**src/rtl/rx_deformatter.sv**
```systemverilog
// rx_deformatter: strips padding, locks to the orbit trailer, extracts CRC/link ID
// and rebuilds three 64-bit frames per BX from the 32-bit word + K stream.
module rx_deformatter #(
   parameter int          PAYLOAD_BX = 3559,
   parameter logic [31:0] COMMA_WORD = 32'h505050bc,
   parameter logic [31:0] PAD_WORD   = 32'hf7f7f7f7,
   parameter int          ERR_W      = 16
) (
   input  logic             clk_250,
   input  logic             rst,
   input  logic [31:0]      rxdata,
   input  logic [3:0]       rxcharisk,
   output logic [2:0][63:0] frames,
   output logic             frames_valid,
   output logic [11:0]      payload_bx,
   output logic [19:0]      link_id,
   output logic             link_id_valid,
   output logic [31:0]      crc_word,
   output logic             crc_valid,
   output logic             locked,
   output logic [ERR_W-1:0] framing_err_cnt,
   output logic [ERR_W-1:0] bxcount_err_cnt
);
   typedef enum logic [2:0] {HUNT, TRL_CRC, TRL_LID, TRL_END, COMMAS, PAYLOAD} state_t;
   localparam logic [11:0]      PBX     = 12'(PAYLOAD_BX);
   localparam logic [ERR_W-1:0] ERR_MAX = '1;
   state_t          state, state_nxt;
   logic [2:0]      widx, wi;
   logic [4:0][31:0] wbuf;
   logic [11:0]     bx_cnt;
   logic            is_pad, is_comma, is_data, is_bad;
   logic            crc_ld, lid_ld, lock_set, wr, bx_done, trl_chk, mid_err, bad_err, unlock, bx_clr;
   assign is_pad   = rxcharisk == 4'hf && rxdata == PAD_WORD;
   assign is_comma = rxcharisk == 4'b0001 && rxdata == COMMA_WORD;
   assign is_data  = rxcharisk == 4'h0;
   assign is_bad   = !is_pad && !is_comma && !is_data;
   always_ff @(posedge clk_250)
      state <= rst ? HUNT : state_nxt;
   always_comb begin
      state_nxt = state;
      if (is_bad) state_nxt = HUNT;
      else case (state)
         HUNT:    if (is_comma) state_nxt = TRL_CRC;
         TRL_CRC: if (is_data) state_nxt = TRL_LID;
         TRL_LID: state_nxt = is_data ? TRL_END : is_comma ? TRL_CRC : state;
         TRL_END: state_nxt = is_comma ? COMMAS : is_data ? HUNT : state;
         COMMAS:  if (is_data) state_nxt = PAYLOAD;
         PAYLOAD: if (is_comma) state_nxt = TRL_CRC;
         default: state_nxt = HUNT;
      endcase
   end
   always_comb begin
      crc_ld   = state == TRL_CRC && is_data;
      lid_ld   = state == TRL_LID && is_data;
      lock_set = state == TRL_END && is_comma;
      wr       = (state == COMMAS || state == PAYLOAD) && is_data;
      bx_done  = state == PAYLOAD && is_data && widx == 3'd5;
      trl_chk  = state == PAYLOAD && is_comma && widx == 3'd0;
      mid_err  = state == PAYLOAD && is_comma && widx != 3'd0;
      bad_err  = is_bad && locked;
      unlock   = is_bad || mid_err || (state == TRL_END && is_data);
      bx_clr   = is_comma && (state == HUNT || state == PAYLOAD);
      wi       = state == COMMAS ? 3'd0 : widx;
   end
   // Word 5 is never buffered: it goes straight into frames[2] alongside word 4.
   always_ff @(posedge clk_250) begin
      if (rst) begin
         frames          <= '0;
         frames_valid    <= 1'b0;
         payload_bx      <= '0;
         link_id         <= '0;
         link_id_valid   <= 1'b0;
         crc_word        <= '0;
         crc_valid       <= 1'b0;
         locked          <= 1'b0;
         framing_err_cnt <= '0;
         bxcount_err_cnt <= '0;
         widx            <= '0;
         wbuf            <= '0;
         bx_cnt          <= '0;
      end else begin
         frames_valid <= bx_done;
         crc_valid    <= crc_ld;
         if (crc_ld) crc_word <= rxdata;
         if (lid_ld) link_id <= {rxdata[9:0], rxdata[25:16]};
         if (wr) widx <= state == COMMAS ? 3'd1 : widx == 3'd5 ? 3'd0 : widx + 3'd1;
         if (bx_done) begin
            frames     <= {rxdata, wbuf[4], wbuf[3], wbuf[2], wbuf[1], wbuf[0]};
            payload_bx <= bx_cnt;
         end else if (wr) wbuf[wi] <= rxdata;
         bx_cnt <= bx_clr ? 12'd0 : (bx_done && bx_cnt != 12'hfff) ? bx_cnt + 12'd1 : bx_cnt;
         if (trl_chk && bx_cnt != PBX && bxcount_err_cnt != ERR_MAX)
            bxcount_err_cnt <= bxcount_err_cnt + 1'b1;
         if ((mid_err || bad_err) && framing_err_cnt != ERR_MAX)
            framing_err_cnt <= framing_err_cnt + 1'b1;
         locked        <= lock_set ? 1'b1 : unlock ? 1'b0 : locked;
         link_id_valid <= lock_set ? 1'b1 : bad_err ? 1'b0 : link_id_valid;
      end
   end
endmodule
```
**config.mk**
```make
export PLATFORM = sky130hd
export DESIGN_NAME = rx_deformatter
export DESIGN_NICKNAME = d
export VERILOG_FILES = /design/src/rtl/rx_deformatter.sv
export SDC_FILE = /design/constraint.sdc
export NUM_CORES = 1
export LEC_CHECK = 0
export ABC_AREA = 1
export ABC_CLOCK_PERIOD_IN_PS = 2600
export BUFFER_PORTS_ARGS = -buffer_cell sky130_fd_sc_hd__clkbuf_2
export CAP_MARGIN = 15
export CORE_UTILIZATION = 55
export CTS_BUF_LIST = sky130_fd_sc_hd__clkbuf_8
export DETAILED_ROUTE_END_ITERATION = 16
export PLACE_DENSITY = 0.8
export SYNTH_ARGS = -nofsm -noshare
export SYNTH_HDL_FRONTEND = slang
export SYNTH_SLANG_ARGS = --single-unit
```
**constraint.sdc**
```tcl
create_clock -name clk_250 -period 2.6 [get_ports clk_250]
set_input_delay 0.52 -clock clk_250 [delete_from_list [all_inputs] [get_ports clk_250]]
set_output_delay 0.52 -clock clk_250 [all_outputs]
set_load 0.1 [all_outputs]
```
==> PnR_summary.wiki, run 1 <==
{| class="wikitable"
! Metric !! Value
|-
| Vias in the first global route || ~15000
|-
| Hold-critical path depth || 3
|-
| Share of flip-flops with an asynchronous set or reset || 0
|-
| Core Region || a little over 0.03 sq mm
|-
| Number of enable flip-flop cells after synthesis || 0
|-
| Resized Gates After CTS || 0
|-
| Layout cells sized above 1 || 0.223
|-
| Synth Flop Type || sky130_fd_sc_hd__dfxtp_1
|-
| First-pass GRT wire length || 82400 um
|-
| Area growth from synthesis to layout || 21.6%
|-
| Remaining design rule violation count || 0
|-
| Int Pwr || 10.9 mW
|-
| Delay contributed by the slowest stage of the critical path || between 0.3 and 0.4 ns
|-
| Setup Slack @ Placement || 0.0303 ns
|-
| CTS Buf Count || 76
|-
| Most frequent cells after synthesis || sky130_fd_sc_hd__dfxtp_1 (470), sky130_fd_sc_hd__o21ai_0 (360), sky130_fd_sc_hd__nor2_1 (328), sky130_fd_sc_hd__a21oi_1 (301), sky130_fd_sc_hd__nand2_1 (148)
|-
| Share of the synthesized area in compound gates (AO/OA/AOI/OAI) || 0.226
|-
| Number of buffers added on ports || about 330
|-
| Post-DP HPWL || between 30000 and 40000 um
|-
| Adder and majority gate portion of the synthesized area || 0.00215
|-
| Final Slew Violations || 0
|-
| Switching portion of total power || 0.236
|-
| Number of endpoints failing setup at the final stage || 0
|-
| Worst rel slew slack || 0.568
|-
| Clock slew seen by the registers of the worst setup and hold paths || roughly 0.060 ns
|-
| Initial core utilization || 0.565
|-
| Number of library cell types mapped by synthesis || 34
|-
| Proportion of synthesized area in mux cells || 0
|-
| Setup TNS || 0 ns
|-
| Average routed wire per standard cell || between 15 and 20 um
|-
| Cell area after synthesis || between 0.015 and 0.02 sq mm
|-
| Crit share post-route || 0.855
|-
| Source-to-sink clock delay at the later pin of the worst-skew pair || approximately 0.6 ns
|-
| Setup clock skew after layout || roughly 0.035 ns
|-
| Leading area contributor after synthesis || sky130_fd_sc_hd__dfxtp_1
|-
| TritonCTS clock tree || yes
|-
| Number of nets still failing antenna checks after routing || 0
|-
| Largest net degree at the start of global routing || around 100
|-
| Worst Setup Slack, final || about 0.38 ns
|-
| Fill cell instance count of the final layout || 2578
|-
| Largest buffer count on any clock path || 3
|-
| RR Endpoint || bxcount_err_cnt[5]
|-
| Sequential power share || 0.505
|-
| Synth top area cells || sky130_fd_sc_hd__dfxtp_1 (54%), sky130_fd_sc_hd__o21ai_0 (10%), sky130_fd_sc_hd__a21oi_1 (8.6%)
|-
| Sw Pwr || approximately 3.4 mW
|-
| Final wirelength || around 53000 um
|-
| Setup repair after global routing missed its margin || false
|-
| RD Place Congestion || about 0.95
|-
| NumNets Final || around 2500
|-
| Hold-critical path endpoint || wbuf[19]
|-
| Worst setup SP type || flop
|-
| Most frequent cell after synthesis || sky130_fd_sc_hd__dfxtp_1
|-
| Total of hold buffers inserted after clock tree synthesis || 0
|-
| Arrival time of data at the critical path endpoint || 2.74 ns
|-
| Power density over the cells || between 600 and 700 mW/mm^2
|-
| Worst hold-check path type || in2reg
|-
| Number of optimization iterations in the first detailed-route pass || 7
|-
| Post-synthesis share of cell area spent on and, or, nand and nor gates || 0.151
|-
| Share of the yosys chip area belonging to registers || 0.538
|-
| Synthesized flop and latch total || 470
|-
| Fraction of power consumed by combinational cells || 0.033
|-
| Worst-path cell with the longest stage delay || sky130_fd_sc_hd__nand3_1
|-
| Die extent in y || between 150 and 200 um
|-
| Class of the most critical setup path || reg2reg
|-
| Clock Sink Count || between 400 and 500
|-
| Time the final worst path needs with I/O delays and setup || 2.22 ns
|-
| Average size of a mapped cell || about 8.2 sq um
|-
| Combinational family with the most area after synthesis || compound AO/OA/AOI/OAI gates
|-
| Ant diodes || 0
|-
| Critical R2R Launch || bxcount_err_cnt[0]
|-
| Worst hold start || rxdata[19]
|-
| Yosys Warn Count || 0
|-
| Die ar. || approximately 0.032 sq mm
|-
| Post-synthesis net count || 2185
|-
| Leakage Power || roughly 8.7 nW
|-
| Share of Yosys cell area claimed by the top area cell type || 0.538
|-
| Synthesized-area fraction occupied by xor and xnor cells || 0.0130
|-
| Detailed router's first-iteration violation count || 1630
|-
| Share of power burned in the clock network || 0.462
|-
| Peak Freq || 450 MHz
|-
| Worst VDD drop || 444 uV
|-
| Total of max-cap violations || 0
|-
| Root buffer cell || sky130_fd_sc_hd__clkbuf_8
|-
| Status || finished, final reports clean
|-
| Total GRT Usage || 0.319
|-
| Count of mapped cells out of synthesis || around 2100
|-
| CP cell instances || ha_1 -> nand2_1 -> nor2_1 -> nand3_1 -> nand3b_1 -> nand3_1 -> nand2_1 -> a21oi_1
|-
| Transition time at the pin with the least slew margin || between 0.6 and 0.7 ns
|-
| CP max FO || 12
|-
| Crit. End Element || flop
|-
| Number of H-tree levels || 3
|-
| Count of standard-cell rows || 64
|-
| Required time of the critical path || between 3 and 4 ns
|-
| Via-per-instance ratio || roughly 5.6
|-
| Via count || roughly 16000
|-
| Total gr overflow || 0
|-
| Number of hold-slack violations in the final timing report || 0
|-
| Antenna violations before repair || 0
|-
| Worst-case register-to-register setup slack || roughly 0.38 ns
|-
| Floorplan die width || 180 um
|-
| Depth of the worst register-to-register path || 8
|-
| Count of buffers added by post-CTS timing repair for setup || 0
|-
| I/O pin cnt || 330
|}
cell type report:
class / count / area, sq um / share of cell area
clock buffers: 99 / 1360 / 0.0641
inverters: 157 / 604 / 0.0284
repair buffers: 382 / 2230 / 0.105
clock inverters: 40 / 259 / 0.0122
multi-input cells: 1374 / 6880 / 0.324
well taps: 396 / 495 / 0.0233
flip-flops and latches: 470 / 9410 / 0.443
layer usage:
| layer | up-vias | track usage | share of wire |
|---|---|---|---|
| met1 | 7654 | 0.419 | 0.42 |
| met4 | 0 | 0.141 | 0.040 |
| met3 | 131 | 0.0594 | 0.077 |
| li1 | 7860 | - | - |
| met2 | 739 | 0.512 | 0.46 |
| met5 | - | 0 | 0 |
worst max-delay path by stage:
stage                                     end                from  slack (ns)
after floorplan           framing_err_cnt[12]  framing_err_cnt[5]        0.06
after global placement              wbuf[136]        rxcharisk[2]        0.04
after detailed placement   bxcount_err_cnt[5]          rxdata[13]        0.03
after CTS                  bxcount_err_cnt[5]  bxcount_err_cnt[0]        0.38
after global routing       bxcount_err_cnt[5]  bxcount_err_cnt[0]        0.18
final                      bxcount_err_cnt[5]  bxcount_err_cnt[0]        0.38
cell families after synthesis:
kind of cell               after synthesis
buffers and inverters                  300
xor gates and xnor gates                26
adders and majority gates                3
DFF                                    470
and+or+nand+nor                        616
AOI/OAI and AO/OA                      729
through the flow:
stage	area, sq um	power (mW)	hold slack, ns	util	cells
CTS	21300	14.3	0.226	0.688	2918
finish	21300	14.2	0.255	0.688	2918
global route	21300	14.7	0.259	0.688	2918
detailed placement	19600	7.81	0.444	0.635	2779
global placement	19600	7.81	0.435	0.634	2778
floorplan	17500	7.57	0.430	-	2144
layout by cell type, fill, tap and decap left out, types with 37 or more instances in the layout:
| cell type | synthesis | layout |
|---|---|---|
| sky130_fd_sc_hd__nand2_1 | 148 | 147 |
| sky130_fd_sc_hd__o21ai_0 | 360 | 360 |
| sky130_fd_sc_hd__a21oi_1 | 301 | 301 |
| sky130_fd_sc_hd__inv_1 | 141 | 162 |
| sky130_fd_sc_hd__dfxtp_1 | 470 | 466 |
| sky130_fd_sc_hd__clkbuf_2 | 3 | 328 |
| sky130_fd_sc_hd__nand3_1 | 57 | 57 |
| sky130_fd_sc_hd__a211oi_1 | 37 | 37 |
| sky130_fd_sc_hd__nor2_1 | 328 | 326 |
| sky130_fd_sc_hd__clkbuf_8 | 0 | 99 |
| sky130_fd_sc_hd__buf_4 | 8 | 39 |
worst max-delay path, delay by kind of cell, from the launching register on:
family / cells / cell delay [ns]
AND/OR/NAND/NOR: 6 / 1.36
AO/OA/AOI/OAI: 1 / 0.15
flip-flops: 1 / 0.38
adder cells (fa/ha/maj): 1 / 0.24
flip-flops by register name (all words and copies together) (netlist names):
signal,flops
frames,192
wbuf,160
crc_word,32
link_id_valid,1
state,3
bx_cnt,12
bxcount_err_cnt,16
crc_valid,1
link_id,20
framing_err_cnt,16
widx,3
frames_valid,1
payload_bx,12
locked,1
power by group through the flow:
stage	clock network [mW]	registers (mW)	logic, mW
finish	6.58	7.20	0.464
global placement	0	7.36	0.447
CTS	6.66	7.20	0.450
detailed placement	0	7.36	0.446
floorplan	0	7.36	0.211
global route	7.01	7.20	0.488
No activity file was read; power rests on OpenSTA's default activity.
==> inputs of run 2 (changes only) <==
--- a/config.mk
+++ b/config.mk
@@ -9,10 +9,11 @@
 export ABC_CLOCK_PERIOD_IN_PS = 2600
 export BUFFER_PORTS_ARGS = -buffer_cell sky130_fd_sc_hd__clkbuf_2
 export CAP_MARGIN = 15
-export CORE_UTILIZATION = 55
+export CORE_UTILIZATION = 36
 export CTS_BUF_LIST = sky130_fd_sc_hd__clkbuf_8
 export DETAILED_ROUTE_END_ITERATION = 16
-export PLACE_DENSITY = 0.8
+export PLACE_DENSITY = 0.57
+export SLEW_MARGIN = 20
 export SYNTH_ARGS = -nofsm -noshare
 export SYNTH_HDL_FRONTEND = slang
 export SYNTH_SLANG_ARGS = --single-unit
==> run 2 against run 1 <==
Effect of this change: sequential share of layout area is 0.94 points lower; utilization down 23 points; highest routed layer is now met5; count of clock-buffer cells in the layout grew 10; global-route usage fell by 8.8 points; sequential power about the same; via count fell by 3.1%; final cell count up 8.0%; flip-flop and latch count unchanged; final area is 2.2% higher; clock skew is 0.0016 ns lower; clock power up 6.2%; wire length up 9.4%.
==> PnR_summary.wiki, run 2 (synthesized netlist as in run 1, its figures left out) <==
{| class="wikitable"
! Metric !! Value
|-
| Kind of cell adding the most delay to the critical path || buffers and inverters
|-
| Count of standard-cell rows || 80
|-
| Arrival time of data at the critical path endpoint || between 1.5 and 2 ns
|-
| Floorplan die width || around 220 um
|-
| Number of optimization iterations in the first detailed-route pass || 5
|-
| DP Cell Count || about 3000
|-
| TritonCTS clock tree || yes
|-
| Count of buffer and inverter cells on the critical path || 1
|-
| Leakage Power || 8.77 nW
|-
| Number of hold-slack violations in the final timing report || 0
|-
| Worst setup SP type || flop
|-
| Largest buffer count on any clock path || 3
|-
| Required time of the critical path || ~2.1 ns
|-
| Largest registers || frames: 192 flops, wbuf: 160 flops, crc_word: 32 flops
|-
| Number of nets still failing antenna checks after routing || 0
|-
| Setup TNS || 0 ns
|-
| I/O pin cnt || 330
|-
| Largest net degree at the start of global routing || 98
|-
| Setup repair after global routing missed its margin || false
|-
| Total gr overflow || 0
|-
| Number of endpoints failing setup at the final stage || 0
|-
| RD Place Congestion || between 0.8 and 0.9
|-
| Delay contributed by the slowest stage of the critical path || approximately 0.52 ns
|-
| Initial core utilization || 0.365
|-
| First-pass GRT wire length || roughly 88000 um
|-
| Detailed router's first-iteration violation count || around 1100
|-
| Worst-path cell with the longest stage delay || sky130_fd_sc_hd__clkbuf_2
|-
| Area taken by flip-flops and latches || between 0.009 and 0.01 sq mm
|-
| Total GRT Usage || 0.231
|-
| Number of buffers added on ports || ~330
|-
| Class of the most critical setup path || reg2out
|-
| Final Slew Violations || 0
|-
| Final wirelength || between 50000 and 60000 um
|-
| Area of the multi-input gates || a little under 0.007 sq mm
|-
| Placed instance area || between 0.02 and 0.025 sq mm
|-
| Peak Freq || roughly 460 MHz
|-
| Time the final worst path needs with I/O delays and setup || 2.19 ns
|-
| Power density over the cells || slightly below 700 mW/mm^2
|-
| Total of hold buffers inserted after clock tree synthesis || 0
|-
| Clock slew seen by the registers of the worst setup and hold paths || ~0.060 ns
|-
| Crit share post-route || 0.843
|-
| Resized Gates After CTS || 0
|-
| Fill cell instance count of the final layout || 4786
|-
| Post-DP HPWL || just under 40000 um
|-
| Commonest non-fill, non-tap cell in the layout || sky130_fd_sc_hd__dfxtp_1
|-
| Clock Sink Count || 470
|-
| Antenna violations before repair || 4
|-
| Crit. End Element || output port
|-
| CP cell instances || clkbuf_2
|-
| Transition time at the pin with the least slew margin || 0.627 ns
|-
| Source-to-sink clock delay at the later pin of the worst-skew pair || between 0.6 and 0.7 ns
|-
| Root buffer cell || sky130_fd_sc_hd__clkbuf_8
|-
| CTS Buf Count || 83
|-
| Die ar. || 0.0494 sq mm
|-
| Commonest cells after routing, fill and taps aside || sky130_fd_sc_hd__dfxtp_1 (466), sky130_fd_sc_hd__o21ai_0 (360), sky130_fd_sc_hd__clkbuf_2 (328)
|-
| Count of buffers added by post-CTS timing repair for setup || 0
|-
| Die extent in y || about 220 um
|-
| Worst VDD drop || roughly 410 uV
|-
| Area growth from synthesis to layout || 24.2%
|-
| Top reg by flops || frames
|-
| Number of flip-flops in the largest register || approximately 190
|-
| Layout cells sized above 1 || 0.226
|-
| Via-per-instance ratio || between 5 and 6
|-
| Via count || approximately 16000
|-
| Total of max-cap violations || 0
|-
| Number of H-tree levels || 3
|-
| NumNets Final || roughly 2500
|-
| Remaining design rule violation count || 0
|-
| Average routed wire per standard cell || ~19 um
|-
| End-of-flow core utilization || 0.454
|-
| Core Region || ~0.048 sq mm
|-
| Final standard cell count with taps included and fillers excluded || between 3000 and 4000
|-
| Setup clock skew after layout || approximately 0.033 ns
|-
| Finished layout cell area || 0.0217 sq mm
|-
| Worst rel slew slack || 0.584
|-
| CP max FO || 6
|-
| Vias in the first global route || 14800
|-
| Status || finished, final reports clean
|-
| Worst hold-check path type || in2reg
|}
## run 2: changes by cell type in the layout (fill, tap and decap cells not counted), sizes merged
cell | before | now
clkinvlp | 2 | 3
buf | 54 | 62
clkinv | 21 | 13
diode | 0 | 2
bufinv | 1 | 2
clkbuf | 427 | 437
inv | 173 | 172
## run 2: final cells by class
class,instances,area share
antenna,2,0.000231
clock buffer,109,0.0691
clock inverter,33,0.00939
inverter,157,0.0278
multi-input combinational,1374,0.317
sequential,470,0.434
tap,615,0.0354
timing repair buffer,390,0.107
## run 2: routing by layer
metal	vias to the layer above	share of wire	track usage
met3	112	0.067	0.0567
met5	-	0.00045	0
met1	7347	0.45	0.307
li1	7901	-	-
met2	512	0.44	0.346
met4	4	0.040	0.117
## run 2: worst paths after layout
check / startpoint / to / slack, ns / depth (start not counted)
setup reg to reg: state[1] / wbuf[104] / 0.53 / 12
hold reg to reg: wbuf[30] / frames[30] / 0.44 / 2
setup / recovery: framing_err_cnt[2] / framing_err_cnt[2] / 0.41 / 1
hold / removal: rxdata[19] / wbuf[19] / 0.20 / 3
## run 2: stage by stage
step | setup WS, ns | hold slack [ns] | power (mW)
after global placement | 0.255 | 0.437 | 7.85
after floorplan | 0.0555 | 0.430 | 7.57
after detailed placement | 0.222 | 0.444 | 7.85
final | 0.407 | 0.204 | 14.7
after CTS | 0.345 | 0.150 | 14.9
after global routing | 0.292 | 0.191 | 15.2
## run 2: worst reg2reg max path, delay by kind of cell, from the launching register on
family	cells	cell delay, ns
flops	1	0.38
compound gates	1	0.14
simple gates	6	0.78
buf+inv	5	0.67
## run 2: where the power goes
part	switching (mW)	total (mW)	internal (mW)
sequential	0.0000000000000937	7.20	7.20
combinational	0.373	0.492	0.119
clock	3.06	6.99	3.93
